<file path="src/rtl/datamem_arbiter.sv">
// ---------------------------------------------------------------------------
// datamem_arbiter
//
// Two-port arbiter/sequencer in front of a single-port data memory.
// Port 0 is the core load/store unit, port 1 a secondary master (DMA/debug).
// An accepted request is latched, presented to the memory for exactly one
// cycle, and answered with a registered one-cycle response pulse. Requests
// that are misaligned or use the illegal width code are answered with an
// error and never reach the memory. A starvation counter forces a grant to
// port 1 after it has been denied STARVE_LIMIT consecutive cycles.
//
// Ports
//   clk, reset_n            clock / asynchronous active-low reset
//   pN_valid/pN_ready       request handshake (N = 0, 1), ready only in IDLE
//   pN_we, pN_width         1=store; width 00 word, 10 half, 01 byte, 11 illegal
//   pN_addr, pN_wdata       byte address, right-aligned store data
//   pN_rvalid, pN_rdata     one-cycle response pulse and load data
//   pN_err                  misaligned / illegal width, valid with pN_rvalid
//   mem_we/width/addr/wdata memory request, driven only in the BUSY cycle
//   mem_rd                  combinational read data from the memory
// ---------------------------------------------------------------------------
module datamem_arbiter #(
    parameter int WIDTH        = 32,
    parameter int STARVE_LIMIT = 4,
    parameter int CNT_W        = 3
) (
    input  logic             clk,
    input  logic             reset_n,
    input  logic             p0_valid,
    output logic             p0_ready,
    input  logic             p0_we,
    input  logic [1:0]       p0_width,
    input  logic [WIDTH-1:0] p0_addr,
    input  logic [WIDTH-1:0] p0_wdata,
    output logic             p0_rvalid,
    output logic [WIDTH-1:0] p0_rdata,
    output logic             p0_err,
    input  logic             p1_valid,
    output logic             p1_ready,
    input  logic             p1_we,
    input  logic [1:0]       p1_width,
    input  logic [WIDTH-1:0] p1_addr,
    input  logic [WIDTH-1:0] p1_wdata,
    output logic             p1_rvalid,
    output logic [WIDTH-1:0] p1_rdata,
    output logic             p1_err,
    output logic             mem_we,
    output logic [1:0]       mem_width,
    output logic [WIDTH-1:0] mem_addr,
    output logic [WIDTH-1:0] mem_wdata,
    input  logic [WIDTH-1:0] mem_rd
);

    typedef enum logic {S_IDLE, S_BUSY} state_t;

    state_t             state_q, state_d;
    logic [CNT_W-1:0]   cnt_q, cnt_d;
    logic               gnt_q, gnt_d;
    logic               we_q, we_d;
    logic [1:0]         width_q, width_d;
    logic [WIDTH-1:0]   addr_q, addr_d;
    logic [WIDTH-1:0]   wdata_q, wdata_d;
    logic               err_q, err_d;
    logic               p0_rvalid_q, p0_rvalid_d;
    logic               p1_rvalid_q, p1_rvalid_d;
    logic [WIDTH-1:0]   p0_rdata_q, p0_rdata_d;
    logic [WIDTH-1:0]   p1_rdata_q, p1_rdata_d;
    logic               p0_err_q, p0_err_d;
    logic               p1_err_q, p1_err_d;

    logic               force_p1;
    logic               p0_ready_c, p1_ready_c;
    logic               sel_we;
    logic [1:0]         sel_width;
    logic [WIDTH-1:0]   sel_addr, sel_wdata;
    logic               sel_err;
    logic [WIDTH-1:0]   load_data;
    logic               busy;

    assign busy = (state_q == S_BUSY);

    always_comb begin
        state_d     = state_q;
        cnt_d       = cnt_q;
        gnt_d       = gnt_q;
        we_d        = we_q;
        width_d     = width_q;
        addr_d      = addr_q;
        wdata_d     = wdata_q;
        err_d       = err_q;
        p0_rvalid_d = 1'b0;
        p1_rvalid_d = 1'b0;
        p0_rdata_d  = '0;
        p1_rdata_d  = '0;
        p0_err_d    = 1'b0;
        p1_err_d    = 1'b0;

        // Port 1 overrides port 0 only once it has waited long enough.
        force_p1   = (cnt_q == CNT_W'(STARVE_LIMIT)) && p1_valid;
        // Gated by reset_n so ready is also low while reset is held.
        p0_ready_c = reset_n && !busy && p0_valid && !force_p1;
        p1_ready_c = reset_n && !busy && p1_valid && (force_p1 || !p0_valid);

        sel_we    = p1_ready_c ? p1_we    : p0_we;
        sel_width = p1_ready_c ? p1_width : p0_width;
        sel_addr  = p1_ready_c ? p1_addr  : p0_addr;
        sel_wdata = p1_ready_c ? p1_wdata : p0_wdata;
        sel_err   = (sel_width == 2'b11)
                 || (sel_width == 2'b00 && sel_addr[1:0] != 2'b00)
                 || (sel_width == 2'b10 && sel_addr[0]);

        load_data = (!we_q && !err_q) ? mem_rd : '0;

        case (state_q)
            S_IDLE: begin
                if (p0_ready_c || p1_ready_c) begin
                    state_d = S_BUSY;
                    gnt_d   = p1_ready_c;
                    we_d    = sel_we;
                    width_d = sel_width;
                    addr_d  = sel_addr;
                    wdata_d = sel_wdata;
                    err_d   = sel_err;
                end
            end
            S_BUSY: begin
                state_d = S_IDLE;
                // Response for the access in flight, seen by requester next cycle.
                if (gnt_q) begin
                    p1_rvalid_d = 1'b1;
                    p1_rdata_d  = load_data;
                    p1_err_d    = err_q;
                end else begin
                    p0_rvalid_d = 1'b1;
                    p0_rdata_d  = load_data;
                    p0_err_d    = err_q;
                end
            end
            default: state_d = S_IDLE;
        endcase

        // Counts every denied cycle, BUSY cycles included, saturating at the limit.
        if (p1_ready_c) begin
            cnt_d = '0;
        end else if (p1_valid && cnt_q != CNT_W'(STARVE_LIMIT)) begin
            cnt_d = cnt_q + 1'b1;
        end
    end

    always_ff @(posedge clk or negedge reset_n) begin
        if (!reset_n) begin
            state_q     <= S_IDLE;
            cnt_q       <= '0;
            gnt_q       <= 1'b0;
            we_q        <= 1'b0;
            width_q     <= 2'b00;
            addr_q      <= '0;
            wdata_q     <= '0;
            err_q       <= 1'b0;
            p0_rvalid_q <= 1'b0;
            p1_rvalid_q <= 1'b0;
            p0_rdata_q  <= '0;
            p1_rdata_q  <= '0;
            p0_err_q    <= 1'b0;
            p1_err_q    <= 1'b0;
        end else begin
            state_q     <= state_d;
            cnt_q       <= cnt_d;
            gnt_q       <= gnt_d;
            we_q        <= we_d;
            width_q     <= width_d;
            addr_q      <= addr_d;
            wdata_q     <= wdata_d;
            err_q       <= err_d;
            p0_rvalid_q <= p0_rvalid_d;
            p1_rvalid_q <= p1_rvalid_d;
            p0_rdata_q  <= p0_rdata_d;
            p1_rdata_q  <= p1_rdata_d;
            p0_err_q    <= p0_err_d;
            p1_err_q    <= p1_err_d;
        end
    end

    assign p0_ready  = p0_ready_c;
    assign p1_ready  = p1_ready_c;
    assign p0_rvalid = p0_rvalid_q;
    assign p1_rvalid = p1_rvalid_q;
    assign p0_rdata  = p0_rdata_q;
    assign p1_rdata  = p1_rdata_q;
    assign p0_err    = p0_err_q;
    assign p1_err    = p1_err_q;

    // Memory side is quiet outside BUSY and for rejected requests; since
    // state_q resets asynchronously, mem_we falls as soon as reset asserts.
    assign mem_we    = busy && we_q && !err_q;
    assign mem_width = (busy && !err_q) ? width_q : 2'b00;
    assign mem_addr  = (busy && !err_q) ? addr_q  : '0;
    assign mem_wdata = (busy && !err_q) ? wdata_q : '0;

endmodule

</file>
<file path="config.mk">
export PLATFORM = sky130hd
export DESIGN_NAME = datamem_arbiter
export DESIGN_NICKNAME = d
export VERILOG_FILES = /design/src/rtl/datamem_arbiter.sv
export SDC_FILE = /design/constraint.sdc
export NUM_CORES = 1
export LEC_CHECK = 0
export BUFFER_PORTS_ARGS = -buffer_cell sky130_fd_sc_hd__buf_2
export CELL_PAD_IN_SITES_DETAIL_PLACEMENT = 0
export CELL_PAD_IN_SITES_GLOBAL_PLACEMENT = 2
export CORE_MARGIN = 2
export CORE_UTILIZATION = 28
export DETAILED_ROUTE_END_ITERATION = 7
export GPL_ROUTABILITY_DRIVEN = 0
export MAX_ROUTING_LAYER = met4
export PLACE_DENSITY_LB_ADDON = 0.08
export SLEW_MARGIN = 20
export SYNTH_ARGS = -nofsm -noshare
export SYNTH_HDL_FRONTEND = slang
export SYNTH_SLANG_ARGS = --single-unit
export TNS_END_PERCENT = 20
</file>
<file path="constraint.sdc">
create_clock -name clk -period 4.5 [get_ports clk]
set_input_delay 0.45 -clock clk [delete_from_list [all_inputs] [get_ports clk]]
set_output_delay 0.45 -clock clk [all_outputs]
set_load 0.03 [all_outputs]
</file>
==> results.md <==
- The run finished with clean final reports.
- The synthesized netlist devotes 12.58% of its cell area to compound gates.
- The share of the synthesized area in the top cell type is 61.68%.
- The vias per cell is 4.593.
- The net switching power of the design is 1024 uW.
- The number of setup buffers added after CTS is 0.
- The number of standard cells after synthesis is 480.
- The transition time of the tightest slew-check pin is 0.8339 ns.
- At the worst endpoint, the arrival time is 2.73 ns.
- The total number of yosys warnings is 0.
- The final cell count without fillers is 1,065.
- The reg-to-reg endpoint is err_q$_DFFE_PN0P_.
- For this run, asynchronously set or reset flops after synthesis account for 100.0%.
- Of the available clock period, the critical path in the final layout requires 70.67%.
- The largest fanout on the critical path is 35.
- Across the VDD grid, the largest voltage drop is 0.2688 mV.
- Of the total synthesized cell area, the portion taken by AND, OR, NAND and NOR gates is 16.75%.
- The launch point of the worst path is reset_n.
- The total core area is 20,170 sq um.
- The proportion of synthesized chip area in sequential cells is 61.68%.
- The number of buffers added by the clock tree synthesis step is 17.
- The final worst slack is 1.320 ns.
- The longest clock path from root to sink contains 2 buffers.
- The synthesized netlist devotes 0% of its cell area to XOR and XNOR gates.
- The dominant combinational cell family by area after synthesis is simple AND/OR/NAND/NOR gates.
- The average routed wire per standard cell is 16.52 um.
- The tool flagged a number of max-cap violations equal to 0.
- Setup violations remaining at the end of the flow were counted as 0.
- The share of synthesized area spent on multiplexers is 0.8968%.
- Setup repair after global routing left no endpoint under its margin.
- The path class of the tightest hold or removal check is in -> reg.
- For this configuration, the core starts out at a cell density of 28.36%.
- The top cell types in the final layout, fill and taps aside, are buf_2 (305), dfrtp_1 (141), and2_1 (133), inv_1 (67), a222oi_1 (63).
- The cell count after placement is 1,031.
- The share of synthesized cell area in full adder, half adder and majority cells is 0.4374%.
- The number of global-route vias before repair was 5,220.
- Derived from the worst setup path, the maximum achievable clock frequency is 314.4 MHz.
- The relative max-transition margin is 44.20%.
- In this run the register-to-register setup slack is 2.16 ns.
- The required time of the critical path is 4.05 ns.
- After layout, the minimum clock period comes to 3.180 ns.
- The number of hold violations in the final report came to 0.
- The synthesized design spends more area on one cell type than any other, namely dfrtp_1.
- The root buffer cell chosen for the clock tree is clkbuf_16.
- The count of flip-flops with a built-in enable after synthesis is 0.
- The residual overflow from global routing is 0.
- In this run the tool buffered the top-level ports with 306 buffer cells.
- The count of pins over their slew limit is 0.
- The setup slack at placement is 1.847 ns.
- Global routing used 16.81% of the available tracks.
- The wire length of the first global-routing pass is 27,240 um.
- The total number of nets in the final design is 953.
- The main flop type after synthesis is dfrtp_1.
- Once detail routing completed, the nets flagged for antenna violations numbered 0.
- The launching point of the worst reg2reg path is cnt_q[0]$_DFFE_PN0P_.
- Measured along the y axis, the die boundary spans 146.9 um.
- In this run the static leakage power is 0.004777 uW.
- Sequential cells account for 41.7% of the total power.
- The detailed placer's ending HPWL is 12,590 um.
- Wires add up to 17,590 um.
- The number of antenna violations at the first check in global routing is 1.
- The H-tree was split into 4 levels.
- After detailed routing, the number of remaining DRC violations is 0.
- The number of cell rows is 52.
- The critical path start-end classification is in -> out.
- Counting the fill cells in the layout gives 2,071.
- The via count of the routed design is 4,892.
- The number of nets handed over by synthesis was 652.
- The clock network is responsible for 42.6% of the overall power.
- Between clock sinks in the finished design, the worst skew comes to 0.01022 ns.
- Of the cells placed in the final design, the portion with a size suffix greater than 1 is 44.58%.
- The sort of element at the end of the critical path is a primary output.
- The die outline area is 21,590 sq um.
- The netlist uses 30 different library cells.
- Averaged over all synthesized cells, the footprint is 11.92 sq um.
- In this run the worst setup path terminates at p0_ready.
- The startpoint type of the worst setup path is an input port.
- Leaving out fill and tap cells, the most frequent cell in the layout is buf_2.
- The clock-pin slew on the worst setup and hold paths is 0.07 ns.
- Net switching is 28.13% of the power.
- The flip-flop and latch count after synthesis is 141.
- The number of sinks handled by clock tree synthesis is 141.
- The total standard cell area after synthesis is 5720 sq um.
- For the worst flop-to-flop path, the logic depth is 7.
- Internal power comes to 2617 uW.
- The largest net degree at the start of global routing is 65.
- For this block, the initial DRC count from the detailed router was 407.
- TritonCTS built the clock tree.
- The combinational share of power is 15.7%.
- The clock latency at the later pin of the worst-skew pair is 0.42 ns.
- By area the synthesized netlist is led by dfrtp_1 (62%), and2_1 (15%), a222oi_1 (11%), inv_1 (4.4%), clkbuf_1 (1.4%).
- The sum of negative setup slack is 0 ns.
- For this design the top-level I/O count stands at 307.
- The detailed-router iteration count before antenna repair is 6.
- Hold is met by 0.2446 ns.
- In this run the power density over the cells is 446.0 nW/um^2.
- The layout-stage area growth over the synthesis result is 42.74%.
- In this run the horizontal extent of the chip is 146.9 um.
==> registers in the layout, summed over array words and instances (netlist names) <==
| signal | count |
|---|---|
| p0_err | 1 |
| cnt_q | 3 |
| err_q | 1 |
| wdata_q | 32 |
| gnt_q | 1 |
| p0_rvalid | 1 |
| addr_q | 32 |
| p1_rvalid | 1 |
| p0_rdata | 32 |
| width_q | 2 |
| busy | 1 |
| we_q | 1 |
| p1_rdata | 32 |
| p1_err | 1 |
==> cell type report <==
type | instances | area, sq um | area share (%)
inverters | 67 | 251.5 | 3.080
clock inverters | 15 | 222.7 | 2.728
flip-flops and latches | 141 | 3528 | 43.21
repair buffers | 316 | 1615 | 19.78
well taps | 270 | 337.8 | 4.137
clock buffers | 17 | 425.4 | 5.210
multi-input cells | 238 | 1782 | 21.82
diodes | 1 | 2.502 | 0.03065
==> routing by layer <==
| layer | track usage, % | routed length, um |
|---|---|---|
| met3 | 6.522 | 1665 |
| met4 | 5.769 | 337 |
| met1 | 18.74 | 6949 |
| met5 | - | 0 |
| met2 | 27.70 | 8641 |
==> through the flow <==
stage / cell area [sq um] / total power [uW] / utilization [%]
after floorplan: 5720 / 1884 / -
after global placement: 7505 / 2112 / 37.21
after detailed placement: 7505 / 2124 / 37.21
after CTS: 8163 / 3692 / 40.47
after global routing: 8165 / 3840 / 40.48
final: 8165 / 3642 / 40.48
==> power by group through the flow <==
stage / clock (uW) / sequential (uW) / combinational, uW
detailed placement: 0 / 1540 / 582
finish: 1550 / 1520 / 572
global placement: 0 / 1540 / 573
global route: 1660 / 1540 / 638
floorplan: 0 / 1550 / 331
CTS: 1590 / 1520 / 584
==> critical path: stages <==
cell and delay [ns]:
dlygate4sd3_1 0.54, buf_6 0.26, nor2b_1 0.35, and3_2 0.76, buf_2 0.33
==> cell families (layout without fill, tap and decap cells) <==
family	after synthesis	count (layout)
and+or+nand+nor	154	154
muxes	5	5
AOI/OAI and AO/OA	77	77
adders and majority gates	2	2
other	0	1
DFF	141	141
buffers and inverters	101	415
==> Yosys cell counts, types with 3 or more instances <==
library cell  count
dfrtp_1         141
and2_1          133
inv_1            67
a222oi_1         63
clkbuf_1         21
buf_6             6
buf_2             5
nand2_1           5
o21ai_1           5
mux2i_1           4
nor2b_1           4
nor2_1            3
==> what timing repair did <==
action,4_1_cts,5_1_grt
endpoints found under the hold margin,27,0
hold buffers,1,0
resized for setup,0,0
==> worst min-delay path by stage <==
stage                                   to       start  slack, ns  cells after the start
floorplan            addr_q[0]$_DFFE_PN0P_     reset_n       0.15                      0
global placement         gnt_q$_DFFE_PN0P_     reset_n       0.35                      1
detailed placement       gnt_q$_DFFE_PN0P_     reset_n       0.35                      1
CTS                  p1_rdata[9]$_DFF_PN0_   mem_rd[9]       0.23                      2
global route        p0_rdata[15]$_DFF_PN0_  mem_rd[15]       0.23                      2
finish               p0_rdata[8]$_DFF_PN0_   mem_rd[8]       0.24                      2
Power figures use the tool's default switching activity.
